[config.mk]
export PLATFORM = sky130hd
export DESIGN_NAME = vga_layer_compositor
export DESIGN_NICKNAME = d
export VERILOG_FILES = /design/src/rtl/vga_layer_compositor.sv
export SDC_FILE = /design/constraint.sdc
export NUM_CORES = 1
export LEC_CHECK = 0
export CAP_MARGIN = 40
export CORE_MARGIN = 3
export CORE_UTILIZATION = 30
export DETAILED_ROUTE_END_ITERATION = 12
export GPL_TIMING_DRIVEN = 0
export HOLD_SLACK_MARGIN = 0.12
export PLACE_DENSITY = 0.5
export SLEW_MARGIN = 15
export SYNTH_ARGS = -nofsm -noshare
export SYNTH_HDL_FRONTEND = slang
export SYNTH_SLANG_ARGS = --single-unit
[constraint.sdc]
create_clock -name clk50M -period 5.4 [get_ports clk50M]
set_input_delay 0.54 -clock clk50M [delete_from_list [all_inputs] [get_ports clk50M]]
set_output_delay 0.54 -clock clk50M [all_outputs]
set_load 0.005 [all_outputs]
[src/rtl/vga_layer_compositor.sv]
// VGA timing generator with N_LAYERS fixed-priority rectangular sprites over a background.
// Layer parameters are shadowed at the frame wrap, so updates never tear mid-frame.
module vga_layer_compositor #(
  parameter int H_SYNC   = 96,
  parameter int H_BP     = 48,
  parameter int H_ACTIVE = 640,
  parameter int H_FP     = 16,
  parameter int V_SYNC   = 2,
  parameter int V_BP     = 33,
  parameter int V_ACTIVE = 480,
  parameter int V_FP     = 10,
  parameter int N_LAYERS = 4,
  parameter int CW       = 10
) (
  input  logic                   clk50M,
  input  logic                   reset,
  input  logic [N_LAYERS-1:0]    layer_en,
  input  logic [N_LAYERS*CW-1:0] layer_x,
  input  logic [N_LAYERS*CW-1:0] layer_y,
  input  logic [N_LAYERS*CW-1:0] layer_w,
  input  logic [N_LAYERS*CW-1:0] layer_h,
  input  logic [N_LAYERS*8-1:0]  layer_rgb,
  input  logic [7:0]             bg_rgb,
  output logic [2:0]             red,
  output logic [2:0]             green,
  output logic [1:0]             blue,
  output logic                   HS,
  output logic                   VS,
  output logic                   endofframe
);

  localparam int H_TOTAL = H_SYNC + H_BP + H_ACTIVE + H_FP;
  localparam int V_TOTAL = V_SYNC + V_BP + V_ACTIVE + V_FP;
  localparam int H_START = H_SYNC + H_BP;
  localparam int H_END   = H_START + H_ACTIVE;
  localparam int V_START = V_SYNC + V_BP;
  localparam int V_END   = V_START + V_ACTIVE;
  localparam int HW      = $clog2(H_TOTAL + 1);
  localparam int VW      = $clog2(V_TOTAL + 1);

  // Box test on one axis; the offset is only meaningful once p >= org, so it never wraps.
  function automatic logic axis_hit(input logic [CW-1:0] p, input logic [CW-1:0] org,
                                    input logic [CW-1:0] len);
    logic [CW:0] d;
    d = {1'b0, p} - {1'b0, org};
    return (p >= org) && (d < {1'b0, len});
  endfunction

  function automatic logic [7:0] pick_rgb(input logic [N_LAYERS-1:0] hit,
                                          input logic [N_LAYERS*8-1:0] rgb,
                                          input logic [7:0] bg);
    logic [7:0] c;
    c = bg;
    for (int i = N_LAYERS - 1; i >= 0; i--)
      if (hit[i]) c = rgb[i*8 +: 8];
    return c;
  endfunction

  logic          pe_q;
  logic [HW-1:0] hcount_q, hcount_d;
  logic [VW-1:0] vcount_q, vcount_d;
  logic          line_end, frame_end, eof_d, eof_q;

  assign line_end  = (hcount_q == HW'(H_TOTAL - 1));
  assign frame_end = line_end && (vcount_q == VW'(V_TOTAL - 1));
  assign eof_d     = pe_q && line_end && (vcount_q == VW'(V_END - 1));

  always_comb begin
    hcount_d = hcount_q + HW'(1);
    vcount_d = vcount_q;
    if (line_end) begin
      hcount_d = '0;
      vcount_d = frame_end ? '0 : vcount_q + VW'(1);
    end
  end

  always_ff @(posedge clk50M or negedge reset) begin
    if (!reset) begin
      pe_q     <= 1'b0;
      hcount_q <= '0;
      vcount_q <= '0;
      eof_q    <= 1'b0;
    end else begin
      pe_q  <= ~pe_q;
      eof_q <= eof_d;
      if (pe_q) begin
        hcount_q <= hcount_d;
        vcount_q <= vcount_d;
      end
    end
  end

  logic [N_LAYERS-1:0]    sh_en_q;
  logic [N_LAYERS*CW-1:0] sh_x_q, sh_y_q, sh_w_q, sh_h_q;
  logic [N_LAYERS*8-1:0]  sh_rgb_q;
  logic [7:0]             sh_bg_q;

  always_ff @(posedge clk50M or negedge reset) begin
    if (!reset) begin
      sh_en_q  <= '0;
      sh_x_q   <= '0;
      sh_y_q   <= '0;
      sh_w_q   <= '0;
      sh_h_q   <= '0;
      sh_rgb_q <= '0;
      sh_bg_q  <= '0;
    end else if (pe_q && frame_end) begin
      sh_en_q  <= layer_en;
      sh_x_q   <= layer_x;
      sh_y_q   <= layer_y;
      sh_w_q   <= layer_w;
      sh_h_q   <= layer_h;
      sh_rgb_q <= layer_rgb;
      sh_bg_q  <= bg_rgb;
    end
  end

  // ---- stage 0: raw timing and screen coordinates from the counters ----
  logic          hs_p0, vs_p0, vld_p0;
  logic [CW-1:0] x_p0, y_p0;

  assign hs_p0  = (hcount_q < HW'(H_SYNC));
  assign vs_p0  = (vcount_q < VW'(V_SYNC));
  assign vld_p0 = (hcount_q >= HW'(H_START)) && (hcount_q < HW'(H_END)) &&
                  (vcount_q >= VW'(V_START)) && (vcount_q < VW'(V_END));
  assign x_p0   = CW'(hcount_q - HW'(H_START));
  assign y_p0   = CW'(vcount_q - VW'(V_START));

  // ---- stage 1: per-layer hit vector ----
  logic [N_LAYERS-1:0] hit_p1_d, hit_p1_q;
  logic                vld_p1_q, hs_p1_q, vs_p1_q;

  always_comb begin
    hit_p1_d = '0;
    for (int i = 0; i < N_LAYERS; i++)
      hit_p1_d[i] = sh_en_q[i] &&
                    axis_hit(x_p0, sh_x_q[i*CW +: CW], sh_w_q[i*CW +: CW]) &&
                    axis_hit(y_p0, sh_y_q[i*CW +: CW], sh_h_q[i*CW +: CW]);
  end

  always_ff @(posedge clk50M or negedge reset) begin
    if (!reset) begin
      hit_p1_q <= '0;
      vld_p1_q <= 1'b0;
      hs_p1_q  <= 1'b0;
      vs_p1_q  <= 1'b0;
    end else if (pe_q) begin
      hit_p1_q <= hit_p1_d;
      vld_p1_q <= vld_p0;
      hs_p1_q  <= hs_p0;
      vs_p1_q  <= vs_p0;
    end
  end

  // ---- stage 2: priority colour select and registered pins ----
  logic [7:0] rgb_p2_d, rgb_p2_q;
  logic       hs_n_p2_q, vs_n_p2_q;

  assign rgb_p2_d = vld_p1_q ? pick_rgb(hit_p1_q, sh_rgb_q, sh_bg_q) : 8'h00;

  always_ff @(posedge clk50M or negedge reset) begin
    if (!reset) begin
      rgb_p2_q  <= 8'h00;
      hs_n_p2_q <= 1'b1;
      vs_n_p2_q <= 1'b1;
    end else if (pe_q) begin
      rgb_p2_q  <= rgb_p2_d;
      hs_n_p2_q <= ~hs_p1_q;
      vs_n_p2_q <= ~vs_p1_q;
    end
  end

  assign red        = rgb_p2_q[7:5];
  assign green      = rgb_p2_q[4:2];
  assign blue       = rgb_p2_q[1:0];
  assign HS         = hs_n_p2_q;
  assign VS         = vs_n_p2_q;
  assign endofframe = eof_q;

endmodule

==> results by group, run 1 <==
Route
  – Vias: 11,660
  – Avg WL per Cell: between 15 and 20 um
  – Final antenna-violating net count: 0
  – TritonRoute pass-1 iters: 4
  – DRC: 0
  – DR vias/cell: 4.758
  – Routed WL: 45,610 um
  – Initial DRC Count: 534

Floorplan
  – Die X: about 240 um
  – Die Area: 56,520 sq um
  – Row cnt: 84
  – Die H: 237.7 um
  – Initial Utilization: 0.3047
  – Core ar.: 52,870 sq um
  – IO Count: 217

GRT
  – Global route hottest layer: met2
  – Grt met3 use: 0.02715
  – Routing usage on met1: 0.2171
  – Vias in the first global route: between 10,000 and 15,000
  – Largest net degree at the start of global routing: 71
  – Routing usage on met2: 0.2691
  – Initial antenna violation count: 1
  – First-pass GRT wire length: 70,840 um
  – Total GRT Usage: 0.1602
  – Overflow left after global routing: 0

STA
  – Hold slack: 0.4267 ns
  – Setup violations, final: 0
  – Post-route setup TNS: 0 ns
  – RSZ-0062 raised after global routing: false
  – Final worst path period share: 0.9517
  – Tightest Pin Transition: approximately 0.86 ns
  – Slew HR: 0.4228
  – Clock Skews: ~0.017 ns
  – Final Hold Viols: 0
  – Final min period: 5.139 ns
  – Slew Viols, Final: 0
  – Highest clock rate: 0.1946 GHz

Critical path
  – Critical Path Source Type: flop
  – Crit end category: flop
  – CP Data Arrival Time: 5.66 ns
  – CP max FO: 8
  – CP required: 5.92 ns
  – R2R cell count: 14
  – WS Path Type: reg2reg
  – Internal reg-to-reg setup slack: 0.26 ns

Yosys
  – Top-count cell post-synth: dfrtp_1
  – Mapped Cells: between 1,000 and 1,500
  – Post-synth EDFFs: 0
  – Synth top area share: 0.3743
  – Dominant cell type by area after synthesis: dfrtp_1
  – Synth top cells by count: dfrtp_1, inv_1, ha_1
  – Top FF cell, synth: dfrtp_1
  – Yosys warns: 0
  – Post-Syn Nets: about 1,900
  – Post-synthesis instance area: 16,110 sq um
  – Seq cells post-synth: between 200 and 250
  – Top post-synthesis cells by area: dfrtp_1, mux2_4, ha_1
  – Synth cell types: 69
  – Register area share after synthesis: 0.3776
  – Syn_area_per_cell: 10.90 sq um
  – Ys async rst share: 1.000

Pwr
  – Internal power: about 3.6 mW
  – Power density over cell area: 239.1 nW/um^2
  – Leak: 9.788 nW
  – Reg power frac: 0.401
  – Clock Power Share: 0.443
  – VDD IR-drop max: 274.0 uV
  – Switching power share of the total: 0.2582
  – Switching pwr: 1.255 mW
  – Comb pwr share: 0.156

Placement
  – Placer Congestion: 0.8591
  – # port buffers: 216
  – DPL Wire Length: between 30,000 and 40,000 um

Run
  – Max Cap Viol: 0

CTS
  – CTS tree: built
  – H-tree levels: 1
  – Clock latency on the worst-skew pair: 0.58 ns
  – TritonCTS buffer count: 31
  – CTS Buffer Depth: 3
  – Clock-pin transition on the worst setup and hold timing paths: around 0.07 ns
  – Clk root buf: clkbuf_16
  – Setup Fix Bufs, Post-CTS: 0
  – CTS Sinks: 243

Min path
  – WHS Path Cells: 1
  – Min-delay worst type: reg2reg

Final layout
  – Layout cells sized above 1: 0.1743
  – Area Growth Syn to Fin: 26.19%
  – Final net count: 2,112

Status
  – Outcome: finished, final reports clean
==> critical path, stage by stage, from the launching register on <==
cell       delay [ns]
dfrtp_2          0.51
ha_1             0.32
or4_1            0.58
a211oi_1         0.31
xnor2_1          0.29
buf_4            0.23
ha_1             0.28
and3_1           0.18
a2111oi_1        0.36
o311ai_0         0.25
ha_1             0.30
or4b_2           0.71
nor3_1           0.28
o311a_1          0.30
a41o_1           0.18
==> per-stage QoR <==
stage	utilization	power (mW)	setup WS (ns)	cell area, sq um	cells
4_1_cts	0.3844	4.934	0.1817	20320	2448
3_3_place_gp	0.3619	2.724	-7.531	19130	2382
5_1_grt	0.3846	5.109	0.07301	20330	2450
2_1_floorplan	-	2.400	1.230	16110	1478
6_report	0.3846	4.860	0.2609	20330	2450
3_5_place_dp	0.3643	2.740	0.2104	19260	2390
==> layout by cell type (no fill, tap or decap), types with 9 or more instances in the layout <==
cell	n
a211oi_1	18
inv_1	179
a21o_1	17
clkdlybuf4s50_1	215
a21boi_0	9
nor2_1	76
o21a_1	24
buf_6	20
ha_1	161
nor2b_1	16
clkbuf_16	31
xnor2_1	38
o21bai_1	9
nand2_1	73
clkbuf_1	20
nor3_1	20
o31a_1	10
mux2_2	47
xor2_1	27
a21oi_1	63
dfrtp_1	240
o211ai_1	17
o21ai_0	67
mux2_4	154
nand3_1	22
==> sequential cells by signal, summed over array words and instances, names as in the netlist, 8 cells and up <==
name      flops
sh_rgb_q     32
sh_x_q       40
rgb_p2_q      8
sh_y_q       40
sh_w_q       40
hcount_q     10
vcount_q     10
sh_bg_q       8
sh_h_q       40
==> routing by layer <==
metal  routed length, um  vias to the layer above
met5                   0                        -
met4                 956                        0
met3                1827                       43
met2               21250                      200
met1               21570                     5661
li1                    -                     5752
==> what timing repair did <==
action	in CTS	in global routing
hold endpoints to repair	52	0
hold buffers	1	0
resized for setup	0	2
endpoints found under the setup margin	0	1
==> final cells by class <==
type                            count  area (sq um)
Fill cell                        5222         32540
Multi-Input combinational cell   1013          9040
Sequential cell                   243          6085
Timing Repair Buffer              226          2302
Tap cell                          688         860.8
Clock buffer                       38         832.0
Inverter                          179         671.9
Buffer                             43         316.6
Clock inverter                     19         219.0
Antenna cell                        1         2.502
==> kinds of logic after synthesis <==
family / synth area share
mux: 0.1855
fa+ha+maj: 0.1350
simple gates: 0.07619
xor+xnor: 0.03534
compound gates: 0.1290
buf+inv: 0.06135
flops: 0.3776
==> final timing paths <==
kind,startpoint,end
setup / recovery,vcount_q[0]$_DFFE_PN0P_,hit_p1_q[2]$_DFFE_PN0P_
hold / removal,hs_p1_q$_DFFE_PN0P_,HS$_DFFE_PN1P_
setup reg to reg,vcount_q[0]$_DFFE_PN0P_,hit_p1_q[2]$_DFFE_PN0P_
hold reg to reg,hs_p1_q$_DFFE_PN0P_,HS$_DFFE_PN1P_
max in group asynchronous,reset,sh_x_q[31]$_DFFE_PN0P_
min in group asynchronous,reset,sh_h_q[10]$_DFFE_PN0P_
==> power groups by stage <==
stage / combinational (mW) / sequential (mW) / clock (mW)
5_1_grt: 0.852 / 1.96 / 2.30
2_1_floorplan: 0.437 / 1.96 / 0
4_1_cts: 0.768 / 1.95 / 2.22
3_5_place_dp: 0.760 / 1.98 / 0
3_3_place_gp: 0.742 / 1.98 / 0
6_report: 0.758 / 1.95 / 2.15
(Power assumes the default switching activity.)
==> run 2: changes to the inputs <==
--- a/config.mk
+++ b/config.mk
@@ -5,13 +5,15 @@
 export SDC_FILE = /design/constraint.sdc
 export NUM_CORES = 1
 export LEC_CHECK = 0
-export CAP_MARGIN = 40
+export CAP_MARGIN = 20
 export CORE_MARGIN = 3
 export CORE_UTILIZATION = 30
 export DETAILED_ROUTE_END_ITERATION = 12
 export GPL_TIMING_DRIVEN = 0
 export HOLD_SLACK_MARGIN = 0.12
+export MAX_ROUTING_LAYER = met4
 export PLACE_DENSITY = 0.5
+export SETUP_SLACK_MARGIN = 0.3
 export SLEW_MARGIN = 15
 export SYNTH_ARGS = -nofsm -noshare
 export SYNTH_HDL_FRONTEND = slang
==> run 2 against run 1 <==
Net effect:
- final cell count decreased by 0.29%
- hold slack improved by 0.0015 ns
- final area increased by 0.34%
- combinational power about the same
- highest routed layer unchanged
- power increased by 2.3%
- first-iteration DRC count increased by 3.7%
==> results by group, run 2 (same netlist as run 1, synthesis figures left out) <==
Floorplan
  – Row cnt: 84 (unchanged)
  – Die H: 237.7 um (unchanged)
  – Core ar.: 52,870 sq um (unchanged)
  – Initial Utilization: 0.3047 (unchanged)
  – Die Area: 56,520 sq um (unchanged)
  – IO Count: 217 (unchanged)
  – Die X: 237.7 um (unchanged)

Pwr
  – VDD IR-drop max: 267.7 uV (-2.3%)
  – Comb pwr share: 0.152 (-0.004)
  – Final Power: 4.973 mW (+2.3%)
  – Switching power share of the total: 0.2466 (-0.01162)
  – Clock Power Share: 0.456 (+0.013)
  – Leak: 9.820 nW (+0.33%)
  – Reg power frac: 0.392 (-0.009)
  – Power density over cell area: 243.8 nW/um^2 (+2.0%)
  – Switching pwr: 1.226 mW (-2.3%)
  – Internal power: 3.746 mW (+3.9%)

STA
  – Post-route setup TNS: 0 ns (unchanged)
  – Clock Skews: 0.01264 ns (-0.004404 ns)
  – Hold slack: 0.4282 ns (+0.001521 ns)
  – Slew HR: 0.2582 (-0.1646)
  – Final worst slack: 0.5410 ns (+0.2801 ns)
  – Slew Viols, Final: 0 (unchanged)
  – Tightest Pin Transition: 1.085 ns (+0.2217 ns)
  – Highest clock rate: 0.2058 GHz (+5.8%)
  – Final Hold Viols: 0 (unchanged)
  – Setup violations, final: 0 (unchanged)
  – Final min period: 4.859 ns (-0.2801 ns)
  – RSZ-0062 raised after global routing: true
  – Final worst path period share: 0.8998 (-0.05187)

Critical path
  – Worst Setup SP: vcount_q[0]$_DFFE_PN0P_
  – Worst Setup EP: hit_p1_q[2]$_DFFE_PN0P_
  – WS Path Type: reg2reg
  – CP Data Arrival Time: 5.37 ns (-0.29 ns)
  – CP required: 5.91 ns (about the same)
  – R2R cell count: 13 (-1)
  – CP max FO: 8 (unchanged)
  – Crit end category: flop
  – Internal reg-to-reg setup slack: 0.54 ns (+0.28 ns)
  – Critical Path Source Type: flop
  – Worst r2r src: vcount_q[0]$_DFFE_PN0P_
  – R2R Path End: hit_p1_q[2]$_DFFE_PN0P_

CTS
  – H-tree levels: 1 (unchanged)
  – TritonCTS buffer count: 31 (unchanged)
  – Clock latency on the worst-skew pair: 0.58 ns (about the same)
  – Setup Fix Bufs, Post-CTS: 0 (unchanged)
  – CTS tree: built
  – Clock-pin transition on the worst setup and hold timing paths: 0.06 ns (about the same)
  – CTS Sinks: 243 (unchanged)
  – CTS Buffer Depth: 3 (unchanged)
  – Clk root buf: clkbuf_16

Route
  – Vias: 11,660 (+0.069%)
  – Initial DRC Count: 554 (+3.7%)
  – Final antenna-violating net count: 0 (unchanged)
  – Routed WL: 45,650 um (about the same)
  – Avg WL per Cell: 18.69 um (+0.38%)
  – TritonRoute pass-1 iters: 5 (+1)
  – DR vias/cell: 4.774 (+0.36%)
  – DRC: 0 (unchanged)

Final layout
  – FILL cells: 5,167 (-1.1%)
  – Most frequent cells in the layout: dfrtp_1, clkdlybuf4s50_1, inv_1, ha_1, mux2_4
  – Most common cell after layout, fill and taps aside: dfrtp_1
  – Post-layout util: 0.3859 (+0.001302)
  – Layout cells sized above 1: 0.1756 (+0.001266)
  – Area Growth Syn to Fin: 26.62%
  – Post-route non-filler standard cell count: 2,443 (-0.29%)
  – Final net count: 2,106 (-0.28%)
  – Post-route cell area: 20,400 sq um (+0.34%)

GRT
  – Grt met3 use: 0.02483 (-0.002320)
  – First-pass GRT wire length: 71,050 um (+0.29%)
  – Largest net degree at the start of global routing: 71 (unchanged)
  – Global route hottest layer: met2
  – Initial antenna violation count: 1 (unchanged)
  – Vias in the first global route: 12,230 (-0.90%)
  – Total GRT Usage: 0.1662 (+0.006020)
  – Routing usage on met1: 0.2213 (+0.004153)
  – Overflow left after global routing: 0 (unchanged)
  – Routing usage on met2: 0.2662 (-0.002907)

Status
  – Outcome: finished, final reports clean

Placement
  – Pre-CTS WS: 0.2068 ns (-0.003631 ns)
  – Inst Count DP: 2,385 (-0.21%)
  – # port buffers: 216 (unchanged)
  – DPL Wire Length: 35,610 um (-0.25%)
  – Post-DP Area: 19,220 sq um (-0.20%)
  – Placer Congestion: 0.8729 (+1.6%)

Min path
  – Min-delay worst type: reg2reg

Run
  – Max Cap Viol: 0 (unchanged)
[run 2: changes by cell type in the layout (fill, tap and decap cells not counted), sizes merged]
cell      change
buf           -6
clkinv        -2
clkbuf        +3
bufinv        +2
clkinvlp      -4
[run 2: timing repair]
item	in CTS	in global routing
pin swaps	0	0
hold buffers	1	0
resized for setup	1	8
cloned	0	0
setup endpoints to repair	1	3
endpoints found under the hold margin	52	0
[run 2: metal layers]
metal | vias to the layer above | wire length (um)
met2 | 203 | 21030
li1 | 5744 | -
met5 | - | 0
met1 | 5657 | 21830
met3 | 60 | 1632
met4 | 0 | 1166
[run 2: worst max-delay path, stage by stage, from the launching register on]
cell and delay, ns:
dfrtp_2 0.51, ha_1 0.32, or4_1 0.58, a211oi_2 0.30
xnor2_2 0.25, ha_1 0.38, and3_1 0.17, a2111oi_1 0.36
o311ai_0 0.22, ha_1 0.30, or4b_2 0.71, nor3_1 0.22
o311a_1 0.30, a41o_1 0.18
[run 2: area by class of cell]
| type | count | area [sq um] | area share |
|---|---|---|---|
| antenna | 1 | 2.502 | 0.0001227 |
| buffer | 43 | 316.6 | 0.01552 |
| clock buffer | 41 | 883.3 | 0.04330 |
| clock inverter | 15 | 235.2 | 0.01153 |
| inverter | 179 | 671.9 | 0.03294 |
| multi-input combinational | 1013 | 9084 | 0.4453 |
| sequential | 243 | 6085 | 0.2983 |
| tap | 688 | 860.8 | 0.04220 |
| timing repair buffer | 220 | 2260 | 0.1108 |
[run 2: worst min path at each step]
stage	startpoint	end	slack, ns	cells after the start
final	hs_p1_q$_DFFE_PN0P_	HS$_DFFE_PN1P_	0.43	1
after global routing	reset	sh_h_q[11]$_DFFE_PN0P_	0.48	2
after CTS	hs_p1_q$_DFFE_PN0P_	HS$_DFFE_PN1P_	0.44	1
after detailed placement	hs_p1_q$_DFFE_PN0P_	HS$_DFFE_PN1P_	0.43	1
after global placement	hs_p1_q$_DFFE_PN0P_	HS$_DFFE_PN1P_	0.41	1
after floorplan	reset	endofframe$_DFF_PN0_	0.24	0
[run 2: power groups by stage]
| stage | clock [mW] | combinational [mW] | sequential, mW |
|---|---|---|---|
| after global placement | 0 | 0.742 | 1.98 |
| final | 2.27 | 0.758 | 1.95 |
| after global routing | 2.43 | 0.853 | 1.96 |
| after CTS | 2.35 | 0.767 | 1.95 |
| after floorplan | 0 | 0.437 | 1.96 |
| after detailed placement | 0 | 0.760 | 1.98 |
==> run 3: changes to the inputs <==
--- a/config.mk
+++ b/config.mk
@@ -7,12 +7,12 @@
 export LEC_CHECK = 0
 export CAP_MARGIN = 20
 export CORE_MARGIN = 3
-export CORE_UTILIZATION = 30
+export CORE_UTILIZATION = 26
 export DETAILED_ROUTE_END_ITERATION = 12
 export GPL_TIMING_DRIVEN = 0
 export HOLD_SLACK_MARGIN = 0.12
 export MAX_ROUTING_LAYER = met4
-export PLACE_DENSITY = 0.5
+export PLACE_DENSITY = 0.45
 export SETUP_SLACK_MARGIN = 0.3
 export SLEW_MARGIN = 15
 export SYNTH_ARGS = -nofsm -noshare
==> constraint.sdc (replaced) <==
create_clock -name clk50M -period 6 [get_ports clk50M]
set_input_delay 0.6 -clock clk50M [delete_from_list [all_inputs] [get_ports clk50M]]
set_output_delay 0.6 -clock clk50M [all_outputs]
set_load 0.005 [all_outputs]
==> run 3 against run 2 <==
Net effect:
- register-to-register slack gained 0.30 ns
- combinational power is 9.8% lower
- non-clock buffer count shrank 1
- hold slack worse by 0.0094 ns
- largest power group unchanged
- wire length increased by 3.8%
- clock power fell by 20%
- highest routed layer unchanged
==> results by group, run 3 (same netlist as run 1, synthesis figures left out) <==
Status
  – Outcome: finished, final reports clean

STA
  – Final min period: 5.157 ns (+0.2982 ns)
  – Slew HR: 0.2400 (-0.01823)
  – Clock Skews: 0.01835 ns (+0.005711 ns)
  – Highest clock rate: 0.1939 GHz (-5.8%)
  – Final worst path period share: 0.8595 (-0.04029)
  – RSZ-0062 raised after global routing: false
  – Final Hold Viols: 0 (unchanged)
  – Post-route setup TNS: 0 ns (unchanged)
  – Slew Viols, Final: 0 (unchanged)
  – Tightest Pin Transition: 1.111 ns (+0.02665 ns)
  – Setup violations, final: 0 (unchanged)

CTS
  – Clk root buf: clkbuf_16
  – Clock latency on the worst-skew pair: 0.59 ns (about the same)
  – CTS tree: built
  – H-tree levels: 1 (unchanged)
  – TritonCTS buffer count: 31 (unchanged)
  – Clock-pin transition on the worst setup and hold timing paths: 0.06 ns (about the same)
  – CTS Sinks: 243 (unchanged)
  – CTS Buffer Depth: 3 (unchanged)

Critical path
  – WS Path Type: reg2reg
  – Worst Setup SP: vcount_q[2]$_DFFE_PN0P_
  – Critical Path Source Type: flop
  – CP max FO: 10 (+2)
  – Worst r2r src: vcount_q[2]$_DFFE_PN0P_
  – CP Data Arrival Time: 5.67 ns (+0.30 ns)
  – CP required: 6.52 ns (+0.61 ns)
  – Crit end category: flop

Floorplan
  – Initial Utilization: 0.2649 (-0.03980)
  – IO Count: 217 (unchanged)
  – Row cnt: 90 (+7.1%)
  – Die H: 254.9 um (+7.2%)
  – Core ar.: 60,810 sq um (+15%)
  – Die X: 254.9 um (+7.2%)
  – Die Area: 64,990 sq um (+15%)

Route
  – DR vias/cell: 4.593 (-3.8%)
  – DRC: 0 (unchanged)
  – Initial DRC Count: 541 (-2.3%)
  – Final antenna-violating net count: 0 (unchanged)
  – TritonRoute pass-1 iters: 5 (unchanged)
  – Routed WL: 47,390 um (+3.8%)
  – Vias: 11,650 (-0.10%)
  – Avg WL per Cell: 18.68 um (about the same)

Placement
  – Placer Congestion: 0.8310 (-4.8%)
  – # port buffers: 216 (unchanged)
  – DPL Wire Length: 36,930 um (+3.7%)

Final layout
  – FILL cells: 6,235 (+21%)
  – Layout cells sized above 1: 0.1693 (-0.006271)
  – Most frequent cells in the layout: dfrtp_1, clkdlybuf4s50_1, inv_1, ha_1, mux2_4
  – Post-layout util: 0.3341 (-0.05178)
  – Final net count: 2,105 (-0.047%)
  – Area Growth Syn to Fin: 26.10%
  – Most common cell after layout, fill and taps aside: dfrtp_1

GRT
  – Largest net degree at the start of global routing: 96 (+35%)
  – First-pass GRT wire length: 72,020 um (+1.4%)
  – Total GRT Usage: 0.1493 (-0.01694)
  – Initial antenna violation count: 1 (unchanged)
  – Overflow left after global routing: 0 (unchanged)
  – Vias in the first global route: 12,190 (-0.32%)

Pwr
  – Power density over cell area: 209.4 nW/um^2 (-14%)
  – Leak: 9.730 nW (-0.92%)
  – VDD IR-drop max: 194.0 uV (-28%)

Min path
  – Min-delay worst type: reg2reg
  – Critical hold path startpoint: hs_p1_q$_DFFE_PN0P_

Run
  – Max Cap Viol: 0 (unchanged)
[run 3: final timing paths]
kind / to / slack (ns) / depth (start not counted)
hold / removal: HS$_DFFE_PN1P_ / 0.42 / 1
min in group asynchronous: sh_h_q[12]$_DFFE_PN0P_ / 0.54 / 2
max in group asynchronous: sh_w_q[31]$_DFFE_PN0P_ / 4.55 / 3
setup reg to reg: hit_p1_q[2]$_DFFE_PN0P_ / 0.84 / 16
setup / recovery: hit_p1_q[2]$_DFFE_PN0P_ / 0.84 / 16
hold reg to reg: HS$_DFFE_PN1P_ / 0.42 / 1
[run 3: layout make-up]
type | count | area, sq um | area share
diodes | 1 | 2.502 | 0.0001232
plain buffers | 43 | 316.6 | 0.01558
clock buffers | 44 | 874.6 | 0.04305
clock inverters | 13 | 108.9 | 0.005358
inverters | 179 | 671.9 | 0.03307
multi-input cells | 1013 | 9046 | 0.4453
flip-flops and latches | 243 | 6083 | 0.2995
well taps | 782 | 978.4 | 0.04816
repair buffers | 219 | 2232 | 0.1099
[run 3: per-layer routing]
metal,GRT usage,vias up,part of all wire
met5,-,-,0
met4,0.02704,0,0.016
met2,0.2417,200,0.47
met1,0.2029,5661,0.48
li1,-,5752,-
met3,0.01819,39,0.037
[run 3: worst max-delay path, stage by stage (launching register included)]
cell       delay [ns]
dfrtp_1          0.37
clkbuf_1         0.22
nor3_1           0.39
nand2_1          0.18
nand2_1          0.10
nand2_1          0.06
xnor2_1          0.74
ha_1             0.41
inv_1            0.13
nor4_1           0.07
a2111oi_0        0.40
o311ai_0         0.23
ha_1             0.30
or4b_2           0.71
nor3_1           0.25
o311a_1          0.29
a41o_1           0.24
[run 3: per-stage QoR]
stage | hold slack [ns] | power (mW) | cell area, sq um | worst slack, ns | cells
detailed placement | 0.4158 | 2.470 | 19310 | 0.6665 | 2478
finish | 0.4188 | 4.255 | 20310 | 0.8428 | 2537
global route | 0.4590 | 4.490 | 20310 | 0.3716 | 2537
CTS | 0.4244 | 4.344 | 20300 | 0.6447 | 2536
global placement | 0.4122 | 2.460 | 19250 | -7.247 | 2476
floorplan | 0.3044 | 2.160 | 16110 | 1.830 | 1478
[run 3: what timing repair did]
item                       CTS  global route
buffers inserted             0             0
setup endpoints to repair    0             1
gates resized for setup      0             1
hold buffers                 1             0
hold endpoints to repair    61             0
[run 3: report_power, final]
group | switching, mW | internal, mW | total, mW
registers | 0.0425 | 1.71 | 1.75
logic | 0.310 | 0.374 | 0.684
clock network | 0.763 | 1.05 | 1.82
